$ cat src/rtl/pcpu_gr_bypass_if.sv
// ID/EX operand bus for the GR bypass unit: source lookups, in-flight results,
// write-back port and the registered operands / stall returned to the pipeline.
interface pcpu_gr_bypass_if #(
  parameter int DATA_W = 16,
  parameter int AW     = 3,
  parameter int NRD    = 2,
  parameter int NFWD   = 3
);
  logic [NRD-1:0]             rd_en;
  logic [NRD-1:0][AW-1:0]     rd_addr;
  logic [NFWD-1:0]            fwd_valid;
  logic [NFWD-1:0][AW-1:0]    fwd_addr;
  logic [NFWD-1:0]            fwd_ready;
  logic [NFWD-1:0][DATA_W-1:0] fwd_data;
  logic                       wb_we;
  logic [AW-1:0]              wb_addr;
  logic [DATA_W-1:0]          wb_data;
  logic [NRD-1:0][DATA_W-1:0] opnd;
  logic                       opnd_valid;
  logic                       stall;

  modport master (
    output rd_en, rd_addr, fwd_valid, fwd_addr, fwd_ready, fwd_data,
           wb_we, wb_addr, wb_data,
    input  opnd, opnd_valid, stall
  );

  modport slave (
    input  rd_en, rd_addr, fwd_valid, fwd_addr, fwd_ready, fwd_data,
           wb_we, wb_addr, wb_data,
    output opnd, opnd_valid, stall
  );
endinterface

$ cat src/rtl/pcpu_gr_bypass.sv
// General-register file with N-stage operand forwarding, load-use interlock,
// EX operand registers and a saturating stall counter.
module pcpu_gr_bypass #(
  parameter int DATA_W  = 16,
  parameter int NREG    = 8,
  parameter int AW      = $clog2(NREG),
  parameter int NRD     = 2,
  parameter int NFWD    = 3,
  parameter int ZERO_R0 = 0,
  parameter int CNT_W   = 16
) (
  input  logic              clock,
  input  logic              reset,
  input  logic              i_run,
  input  logic              i_flush,
  input  logic              i_cnt_clr,
  input  logic [AW-1:0]     i_dbg_addr,
  output logic [DATA_W-1:0] o_dbg_data,
  output logic [CNT_W-1:0]  o_stall_cnt,
  pcpu_gr_bypass_if.slave   bus
);

  logic [NREG-1:0][DATA_W-1:0] r_gr;
  logic [NRD-1:0][DATA_W-1:0]  r_opnd;
  logic                        r_opnd_valid;
  logic [CNT_W-1:0]            r_stall_cnt;

  logic [NRD-1:0][DATA_W-1:0]  w_sel;
  logic [NRD-1:0]              w_haz;
  logic                        w_stall;
  logic                        w_wb_keep;

  // Stages are scanned oldest-first so the youngest match overrides; write-back
  // is the fallback below all forwarding stages.
  always_comb begin
    w_sel = '0;
    w_haz = '0;
    for (int p = 0; p < NRD; p++) begin
      if (bus.rd_en[p] && !((ZERO_R0 != 0) && (bus.rd_addr[p] == '0))) begin
        w_sel[p] = r_gr[bus.rd_addr[p]];
        if (bus.wb_we && (bus.wb_addr == bus.rd_addr[p]))
          w_sel[p] = bus.wb_data;
        for (int s = NFWD - 1; s >= 0; s--) begin
          if (bus.fwd_valid[s] && (bus.fwd_addr[s] == bus.rd_addr[p])) begin
            w_sel[p] = bus.fwd_ready[s] ? bus.fwd_data[s] : '0;
            w_haz[p] = !bus.fwd_ready[s];
          end
        end
      end
    end
  end

  assign w_stall   = i_run && (|w_haz);
  assign w_wb_keep = bus.wb_we && !((ZERO_R0 != 0) && (bus.wb_addr == '0));

  always_ff @(posedge clock or posedge reset) begin
    if (reset) begin
      r_gr         <= '0;
      r_opnd       <= '0;
      r_opnd_valid <= 1'b0;
    end else if (i_run) begin
      if (w_wb_keep)
        r_gr[bus.wb_addr] <= bus.wb_data;
      if (i_flush) begin
        r_opnd       <= '0;
        r_opnd_valid <= 1'b0;
      end else if (w_stall) begin
        r_opnd_valid <= 1'b0;
      end else begin
        r_opnd       <= w_sel;
        r_opnd_valid <= 1'b1;
      end
    end
  end

  // Clear is honoured even while the pipeline is frozen.
  always_ff @(posedge clock or posedge reset) begin
    if (reset)
      r_stall_cnt <= '0;
    else if (i_cnt_clr)
      r_stall_cnt <= '0;
    else if (w_stall && (r_stall_cnt != '1))
      r_stall_cnt <= r_stall_cnt + CNT_W'(1);
  end

  assign bus.opnd       = r_opnd;
  assign bus.opnd_valid = r_opnd_valid;
  assign bus.stall      = w_stall;
  assign o_stall_cnt    = r_stall_cnt;
  assign o_dbg_data     = r_gr[i_dbg_addr];

endmodule

$ cat src/flat_wrapper.sv
// flat-port wrapper written by rule: the top's interface ports become plain ports
module pcpu_gr_bypass_flat 
#(
  parameter int DATA_W  = 16,
  parameter int NREG    = 8,
  parameter int AW      = $clog2(NREG),
  parameter int NRD     = 2,
  parameter int NFWD    = 3,
  parameter int ZERO_R0 = 0,
  parameter int CNT_W   = 16
)
  (clock, reset, i_run, i_flush, i_cnt_clr, i_dbg_addr, o_dbg_data, o_stall_cnt, bus_rd_en, bus_rd_addr, bus_fwd_valid, bus_fwd_addr, bus_fwd_ready, bus_fwd_data, bus_wb_we, bus_wb_addr, bus_wb_data, bus_opnd, bus_opnd_valid, bus_stall);
  pcpu_gr_bypass_if #(.DATA_W(DATA_W), .AW(AW), .NRD(NRD), .NFWD(NFWD)) bus_i ();
  input  logic clock;
  input  logic reset;
  input  logic i_run;
  input  logic i_flush;
  input  logic i_cnt_clr;
  input  logic [AW-1:0] i_dbg_addr;
  output logic [DATA_W-1:0] o_dbg_data;
  output logic [CNT_W-1:0] o_stall_cnt;
  input wire logic [$bits(bus_i.rd_en)-1:0] bus_rd_en;
  input wire logic [$bits(bus_i.rd_addr)-1:0] bus_rd_addr;
  input wire logic [$bits(bus_i.fwd_valid)-1:0] bus_fwd_valid;
  input wire logic [$bits(bus_i.fwd_addr)-1:0] bus_fwd_addr;
  input wire logic [$bits(bus_i.fwd_ready)-1:0] bus_fwd_ready;
  input wire logic [$bits(bus_i.fwd_data)-1:0] bus_fwd_data;
  input wire logic [$bits(bus_i.wb_we)-1:0] bus_wb_we;
  input wire logic [$bits(bus_i.wb_addr)-1:0] bus_wb_addr;
  input wire logic [$bits(bus_i.wb_data)-1:0] bus_wb_data;
  output wire logic [$bits(bus_i.opnd)-1:0] bus_opnd;
  output wire logic [$bits(bus_i.opnd_valid)-1:0] bus_opnd_valid;
  output wire logic [$bits(bus_i.stall)-1:0] bus_stall;
  assign bus_i.rd_en = bus_rd_en;
  assign bus_i.rd_addr = bus_rd_addr;
  assign bus_i.fwd_valid = bus_fwd_valid;
  assign bus_i.fwd_addr = bus_fwd_addr;
  assign bus_i.fwd_ready = bus_fwd_ready;
  assign bus_i.fwd_data = bus_fwd_data;
  assign bus_i.wb_we = bus_wb_we;
  assign bus_i.wb_addr = bus_wb_addr;
  assign bus_i.wb_data = bus_wb_data;
  assign bus_opnd = bus_i.opnd;
  assign bus_opnd_valid = bus_i.opnd_valid;
  assign bus_stall = bus_i.stall;
  pcpu_gr_bypass #(.DATA_W(DATA_W), .NREG(NREG), .AW(AW), .NRD(NRD), .NFWD(NFWD), .ZERO_R0(ZERO_R0), .CNT_W(CNT_W)) u_core (.clock(clock), .reset(reset), .i_run(i_run), .i_flush(i_flush), .i_cnt_clr(i_cnt_clr), .i_dbg_addr(i_dbg_addr), .o_dbg_data(o_dbg_data), .o_stall_cnt(o_stall_cnt), .bus(bus_i));
endmodule
$ cat config.mk
export PLATFORM = sky130hd
export DESIGN_NAME = pcpu_gr_bypass_flat
export DESIGN_NICKNAME = d
export VERILOG_FILES = /design/src/rtl/pcpu_gr_bypass_if.sv /design/src/rtl/pcpu_gr_bypass.sv /design/src/flat_wrapper.sv
export SDC_FILE = /design/constraint.sdc
export NUM_CORES = 1
export LEC_CHECK = 0
export CORE_MARGIN = 2
export CORE_UTILIZATION = 25
export DETAILED_ROUTE_END_ITERATION = 12
export GPL_TIMING_DRIVEN = 0
export HOLD_SLACK_MARGIN = 0.03
export PLACE_DENSITY = 0.52
export SLEW_MARGIN = 20
export SYNTH_ARGS = -nofsm -noshare
export SYNTH_HDL_FRONTEND = slang
export SYNTH_SLANG_ARGS = --single-unit
$ cat constraint.sdc
create_clock -name clock -period 8.1 [get_ports clock]
set_input_delay 1.62 -clock clock [delete_from_list [all_inputs] [get_ports clock]]
set_output_delay 1.62 -clock clock [all_outputs]
set_load 0.01 [all_outputs]
==> impl_metrics.json, run 1 <==
{
  "outcome": "complete, no violations",
  "crit_chain": "clkbuf_1, buf_1, clkbuf_1, mux4_2, mux2_2, clkdlybuf4s50_1",
  "crit_arrival_ps": 4640,
  "synth.largest_area_cell": "dfrtp_1",
  "synth_common_cells": "dfrtp_1, mux2_2, mux4_2",
  "fin_nets": 1217,
  "grt_pass1_vias": 9468,
  "critPathRequiredTime_ps": 6480,
  "cts-hold-fix-buffers": 0,
  "hpwl_mm": 30.49,
  "place.gp.congestion": 0.8665,
  "max-cap-violations": 0,
  "worstPathMaxFanout": 10,
  "worst_pin_slew_ps": 1144,
  "cpMostUsedCell": "clkbuf_1",
  "clkLatencyLatePin_ps": 460,
  "synthSimpleGateAreaFrac_pct": 6.902,
  "holdCritPathClass": "flop to flop",
  "synth_compound_area_share_pct": 13.85,
  "critical-path-slowest-cell": "clkbuf_1",
  "die_area_sq_mm": 0.04704,
  "synth_seq_cells": 177,
  "hold_violations": 0,
  "rows": 78,
  "grt_use_total_pct": 17.78,
  "rsz0062_at_grt": "false",
  "avgSynthCellArea_sq_um": 11.80,
  "netlist_instances": 960,
  "synthTopCellsByArea": "dfrtp_1, mux4_2, mux2_2",
  "synth.most_common_cell": "dfrtp_1",
  "synth_top_area_share_pct": 39.09,
  "htreeDepth": 4,
  "synth_top_family_by_area": "multiplexers",
  "synthXorXnorAreaFrac_pct": 2.054,
  "final_area_sq_mm": 0.01408,
  "syn_to_final_growth_pct": 24.26,
  "cts-root-buf": "clkbuf_16",
  "yosysSeqAreaShare_pct": 39.09,
  "dpl_cell_area_sq_mm": 0.01349,
  "synth_area_sq_mm": 0.01133,
  "postCtsSetupBuffers": 0,
  "die_w_microns": 216.9,
  "grt_pass1_wl_mm": 62.45,
  "synth_edf_count": 0,
  "ys_warn_count": 0,
  "synth_nets": 1060,
  "fin_crit_sh_pct": 77.24,
  "cts_resized": 0,
  "maxClockFrequency_mhz": 159.8,
  "end_kind": "output port",
  "leakage_nw": 5.362,
  "vias": 9362,
  "clkTransAtPathRegs_ps": 70,
  "drive_above_1_share_pct": 25.04,
  "start_kind": "input pin",
  "antenna_found_initial": 5,
  "core_area_sq_mm": 0.04509,
  "path_delay_family": "buffers and inverters",
  "start_util_pct": 25.13,
  "setup_ws_ps": 1844,
  "gr-total-overflow": 0,
  "die_h_microns": 216.9,
  "ys.flop_type": "dfrtp_1",
  "crit_type": "input pin to output port",
  "max_stage_delay_ps": 730,
  "peakVddDrop_v": 0.0001239,
  "utilization_pct": 31.22,
  "totalWireLength_mm": 41.91,
  "drt_first_iter_violations": 1100,
  "power_density_mw_per_mm2": 210.7,
  "clockBufferDepth": 2,
  "tritoncts": "built",
  "ant_nets": 0,
  "io_pins": 165,
  "route.detailed.drc": 0,
  "finalSetupViolCount": 0,
  "viasPerCell": 5.405,
  "numCtsBuffers": 17,
  "async_flop_share_pct": 100.0,
  "cts.sinks": 177,
  "slew_headroom_pct": 23.76,
  "finalClockSkew_ps": 8.478,
  "drtPass1Iterations": 5,
  "synthMuxAreaShare_pct": 33.37,
  "dp_slack_ps": 1809,
  "synthDistinctLibCells": 50,
  "period_minus_slack_ps": 6256,
  "timing.hold.ws_ps": 494.4,
  "slew_viol_final": 0,
  "post_drt_wl_per_cell_microns": 24.20,
  "worst-path-buf-inv": 4,
  "synth_fa_ha_area_share_pct": 0.1104,
  "portBuffers": 137,
  "grt_max_degree": 98
}
-- final timing paths --
path / from / endpoint / slack [ps] / cells after the start
max reg2reg: u_core.o_stall_cnt[2] / u_core.o_stall_cnt[7] / 5340 / 9
max: i_dbg_addr[1] / o_dbg_data[10] / 1840 / 6
max in group asynchronous: reset / u_core.r_gr[116] / 5510 / 3
min in group asynchronous: reset / u_core.o_stall_cnt[4] / 1630 / 2
min: u_core.bus.opnd[12] / u_core.bus.opnd[12] / 490 / 1
min reg2reg: u_core.bus.opnd[12] / u_core.bus.opnd[12] / 490 / 1
-- metrics by stage --
step | setup TNS (ps) | total power, W | cells
after floorplan | 0 | 0.001766 | 960
after global placement | -207830 | 0.002106 | 1697
after detailed placement | 0 | 0.002123 | 1698
after CTS | 0 | 0.002982 | 1730
after global routing | 0 | 0.003103 | 1731
final | 0 | 0.002966 | 1732
-- cell families (layout without fill, tap and decap cells) --
group	after synthesis	in the layout
other	0	2
AND/OR/NAND/NOR	149	149
XOR/XNOR	24	24
flip-flops	177	177
adder cells (fa/ha/maj)	1	1
multiplexers	263	263
buffers and inverters	124	294
AO/OA/AOI/OAI	222	222
-- power breakdown --
part	internal (W)	leakage, nW	total (W)	switching (W)
logic	0.000506	2.84	0.000896	0.000390
clock network	0.000437	0.282	0.000846	0.000409
registers	0.00105	2.24	0.00122	0.000174
-- placed cells by master (no fill, tap or decap), drive strengths merged, types with 5 or more instances in the layout --
cell,count
dfrtp,177
mux2,148
clkdlybuf4s50,137
clkbuf,84
mux4,77
nand2,57
o21ai,54
o221ai,46
a21oi,42
buf,40
mux2i,38
a32o,32
a22oi,31
inv,28
xnor2,22
nor2,17
nand4,12
nand3,11
o31ai,9
or4,9
nand2b,6
nor2b,6
and2,5
-- worst reg2reg max path: stages, from the launching register on --
cell	delay [ps]
dfrtp_1	450
and4_1	210
clkbuf_1	240
and3_1	190
and3_1	180
nand2b_1	250
clkbuf_1	390
buf_1	470
o31ai_1	150
a21oi_1	160
-- registers in the layout (all words and copies together), names as in the netlist --
signal and flops:
u_core.r_gr 128, u_core.bus.opnd 32, u_core.o_stall_cnt 16, u_core.bus.opnd_valid 1
-- layer usage --
metal	global-route usage, %	vias up	wire length [microns]
met5	0	-	38
met4	7.169	6	1288
met3	3.885	82	2845
met2	28.72	396	19610
met1	23.16	4799	18130
li1	-	4079	-
-- final cells by class --
class,instances,area (sq um)
Antenna cell,2,5.005
Buffer,106,456.7
Clock buffer,17,425.4
Clock inverter,15,160.2
Fill cell,4567,31010
Inverter,18,75.07
Multi-Input combinational cell,659,6377
Sequential cell,177,4429
Tap cell,600,750.7
Timing Repair Buffer,138,1399
Power figures use the tool's default switching activity.
==> run 2: changes to the inputs <==
clock period = 6.1 ns   (was 8.1 ns; I/O delays follow)
==> results of run 2 <==
The final DEF is identical to that of run 1. Status: complete, no violations.
Main changes from that run: setup slack after placement 1809 ps -> 608.9 ps; setup slack after layout 1844 ps -> 643.7 ps; register-to-register setup slack 5340 ps -> 3340 ps; total power 0.002966 W -> 0.003939 W; worst IR drop on VDD 0.0001239 V -> 0.0001645 V
==> run 3: changes to the inputs <==
--- a/config.mk
+++ b/config.mk
@@ -8,3 +8,3 @@
 export CORE_MARGIN = 2
-export CORE_UTILIZATION = 25
+export CORE_UTILIZATION = 30
 export DETAILED_ROUTE_END_ITERATION = 12
@@ -12,3 +12,3 @@
 export HOLD_SLACK_MARGIN = 0.03
-export PLACE_DENSITY = 0.52
+export PLACE_DENSITY = 0.58
 export SLEW_MARGIN = 20
==> constraint.sdc (replaced) <==
create_clock -name clock -period 6.1 [get_ports clock]
set_input_delay 0.915 -clock clock [delete_from_list [all_inputs] [get_ports clock]]
set_output_delay 0.915 -clock clock [all_outputs]
set_load 0.01 [all_outputs]
==> run 3 against run 2 <==
Net effect:
- register-to-register slack better by 50 ps
- flip-flop and latch count stayed put
- combinational power hardly changed
- design area is 0.12% lower
- routed wire length is 3.7% lower
- setup slack better by 530 ps
- maximum frequency is 11% higher
- power is 2.7% higher
- non-clock buffer count is 1 higher
- clock skew is 2.5 ps higher
- largest power group unchanged
==> impl_metrics.json, run 3 (synthesis results as in run 1) <==
{
  "outcome": "complete, no violations",
  "numCtsBuffers": 17,
  "total_power_w": 0.004047,
  "internal-power_w": 0.002787,
  "worst-path-buf-inv": 4,
  "ant_nets": 0,
  "final_area_sq_mm": 0.01406,
  "switching_power_w": 0.001260,
  "rows": 71,
  "clkTransAtPathRegs_ps": 70,
  "postCtsSetupBuffers": 0,
  "die_area_sq_mm": 0.03934,
  "grt_use_total_pct": 20.34,
  "combPwrFrac_pct": 29.5,
  "finalSetupViolCount": 0,
  "fin_nets": 1218,
  "end_kind": "output port",
  "critical-path-slowest-cell": "clkbuf_1",
  "drt_first_iter_violations": 867,
  "die_h_microns": 198.3,
  "start_kind": "input pin",
  "vias": 9548,
  "clkPwrFrac_pct": 30.3,
  "final_common_cell": "dfrtp_1",
  "leakage_nw": 5.412,
  "core_area_sq_mm": 0.03740,
  "clkLatencyLatePin_ps": 450,
  "syn_to_final_growth_pct": 24.11,
  "hold_violations": 0,
  "period_minus_slack_ps": 4922,
  "power_density_mw_per_mm2": 287.8,
  "rsz0062_at_grt": "false",
  "grt_max_degree": 66,
  "peakVddDrop_v": 0.0002199,
  "cpMostUsedCell": "clkbuf_1",
  "crit_arrival_ps": 4010,
  "worst_pin_slew_ps": 1083,
  "crit_type": "input pin to output port",
  "cts-hold-fix-buffers": 0,
  "path_delay_family": "buffers and inverters",
  "antenna_found_initial": 3,
  "slew_viol_final": 0,
  "seqPwrFrac_pct": 40.2,
  "gr-total-overflow": 0,
  "clockBufferDepth": 2,
  "viasPerCell": 5.808,
  "cts.sinks": 177,
  "fin_crit_sh_pct": 80.68,
  "place.gp.congestion": 0.9168,
  "finalClockSkew_ps": 11.01,
  "crit_chain": "clkbuf_1, buf_1, clkbuf_1, mux4_2, mux2_2, clkdlybuf4s50_1",
  "largest_reg_flops": 128,
  "portBuffers": 137,
  "hpwl_mm": 29.51,
  "maxClockFrequency_mhz": 203.2,
  "max-cap-violations": 0,
  "dpl_cell_area_sq_mm": 0.01340,
  "post_drt_wl_per_cell_microns": 24.54,
  "grt_pass1_wl_mm": 59.99,
  "holdCritPathClass": "flop to flop",
  "drive_above_1_share_pct": 25.11,
  "max_stage_delay_ps": 730,
  "htreeDepth": 4,
  "tritoncts": "built",
  "cts-root-buf": "clkbuf_16",
  "drtPass1Iterations": 5,
  "start_util_pct": 30.29,
  "largest-register": "u_core.r_gr",
  "cts_resized": 0,
  "mostFrequentLayoutCells": "dfrtp_1, mux2_2, clkdlybuf4s50_1, mux4_2, clkbuf_1",
  "worstPathMaxFanout": 10,
  "die_w_microns": 198.3,
  "critPathRequiredTime_ps": 5180,
  "p_sw_share_pct": 31.13,
  "totalWireLength_mm": 40.34,
  "grt_pass1_vias": 9613,
  "slew_headroom_pct": 27.81,
  "io_pins": 165,
  "utilization_pct": 37.60,
  "route.detailed.drc": 0
}
## run 3: cell types whose count changed in the layout (fill, tap and decap cells not counted), sizes merged
cell / before / now
clkbuf: 84 / 86
buf: 40 / 41
clkinv: 2 / 3
inv: 28 / 23
bufinv: 1 / 4
clkinvlp: 2 / 1
## run 3: worst paths after layout
check / cells past startpoint / start / slack (ps) / end
max in group asynchronous: 4 / reset / 4210 / u_core.r_gr[99]
min in group asynchronous: 2 / reset / 870 / u_core.o_stall_cnt[4]
setup / recovery: 6 / i_dbg_addr[1] / 1180 / o_dbg_data[10]
setup reg to reg: 9 / u_core.o_stall_cnt[2] / 3390 / u_core.o_stall_cnt[0]
hold reg to reg: 1 / u_core.bus.opnd[9] / 500 / u_core.bus.opnd[9]
hold / removal: 1 / u_core.bus.opnd[9] / 500 / u_core.bus.opnd[9]
## run 3: routing by layer
layer  track usage, %  vias up  part of all wire [%]
met4            7.129        2                   2.8
met5                0        -                 0.032
met1            27.00     4890                    42
met3            4.003       93                   8.2
met2            33.06      491                    47
li1                 -     4072                     -
## run 3: cell type report
| cell class | count | area (sq um) |
|---|---|---|
| clock inverters | 13 | 198.9 |
| diodes | 2 | 5.005 |
| fillers | 3630 | 23340 |
| inverters | 18 | 75.07 |
| plain buffers | 106 | 456.7 |
| flip-flops and latches | 177 | 4429 |
| well taps | 511 | 639.4 |
| repair buffers | 139 | 1426 |
| multi-input cells | 659 | 6377 |
| clock buffers | 19 | 452.9 |
## run 3: through the flow
step,std cells,hold WS (ps),setup WS (ps),TNS (ps)
detailed placement,1610,484.4,1171,0
global placement,1608,474.3,-2305,-402870
floorplan,960,510.0,383.1,0
finish,1644,496.4,1178,0
CTS,1642,498.9,1140,0
global route,1643,521.0,1134,0
## run 3: worst reg2reg max path, cell delays in order (launching register included)
cell	delay [ps]
dfrtp_1	450
and4_1	220
clkbuf_1	240
and3_1	190
and3_1	170
nand2b_1	250
clkbuf_1	400
buf_1	440
o21ai_0	140
a21oi_1	150
## run 3: power by group through the flow
stage	registers (W)	clock network [W]	logic, W
global route	0.00165	0.00129	0.00127
finish	0.00163	0.00122	0.00119
global placement	0.00162	0	0.00116
detailed placement	0.00164	0	0.00118
CTS	0.00162	0.00123	0.00119
floorplan	0.00156	0	0.000783
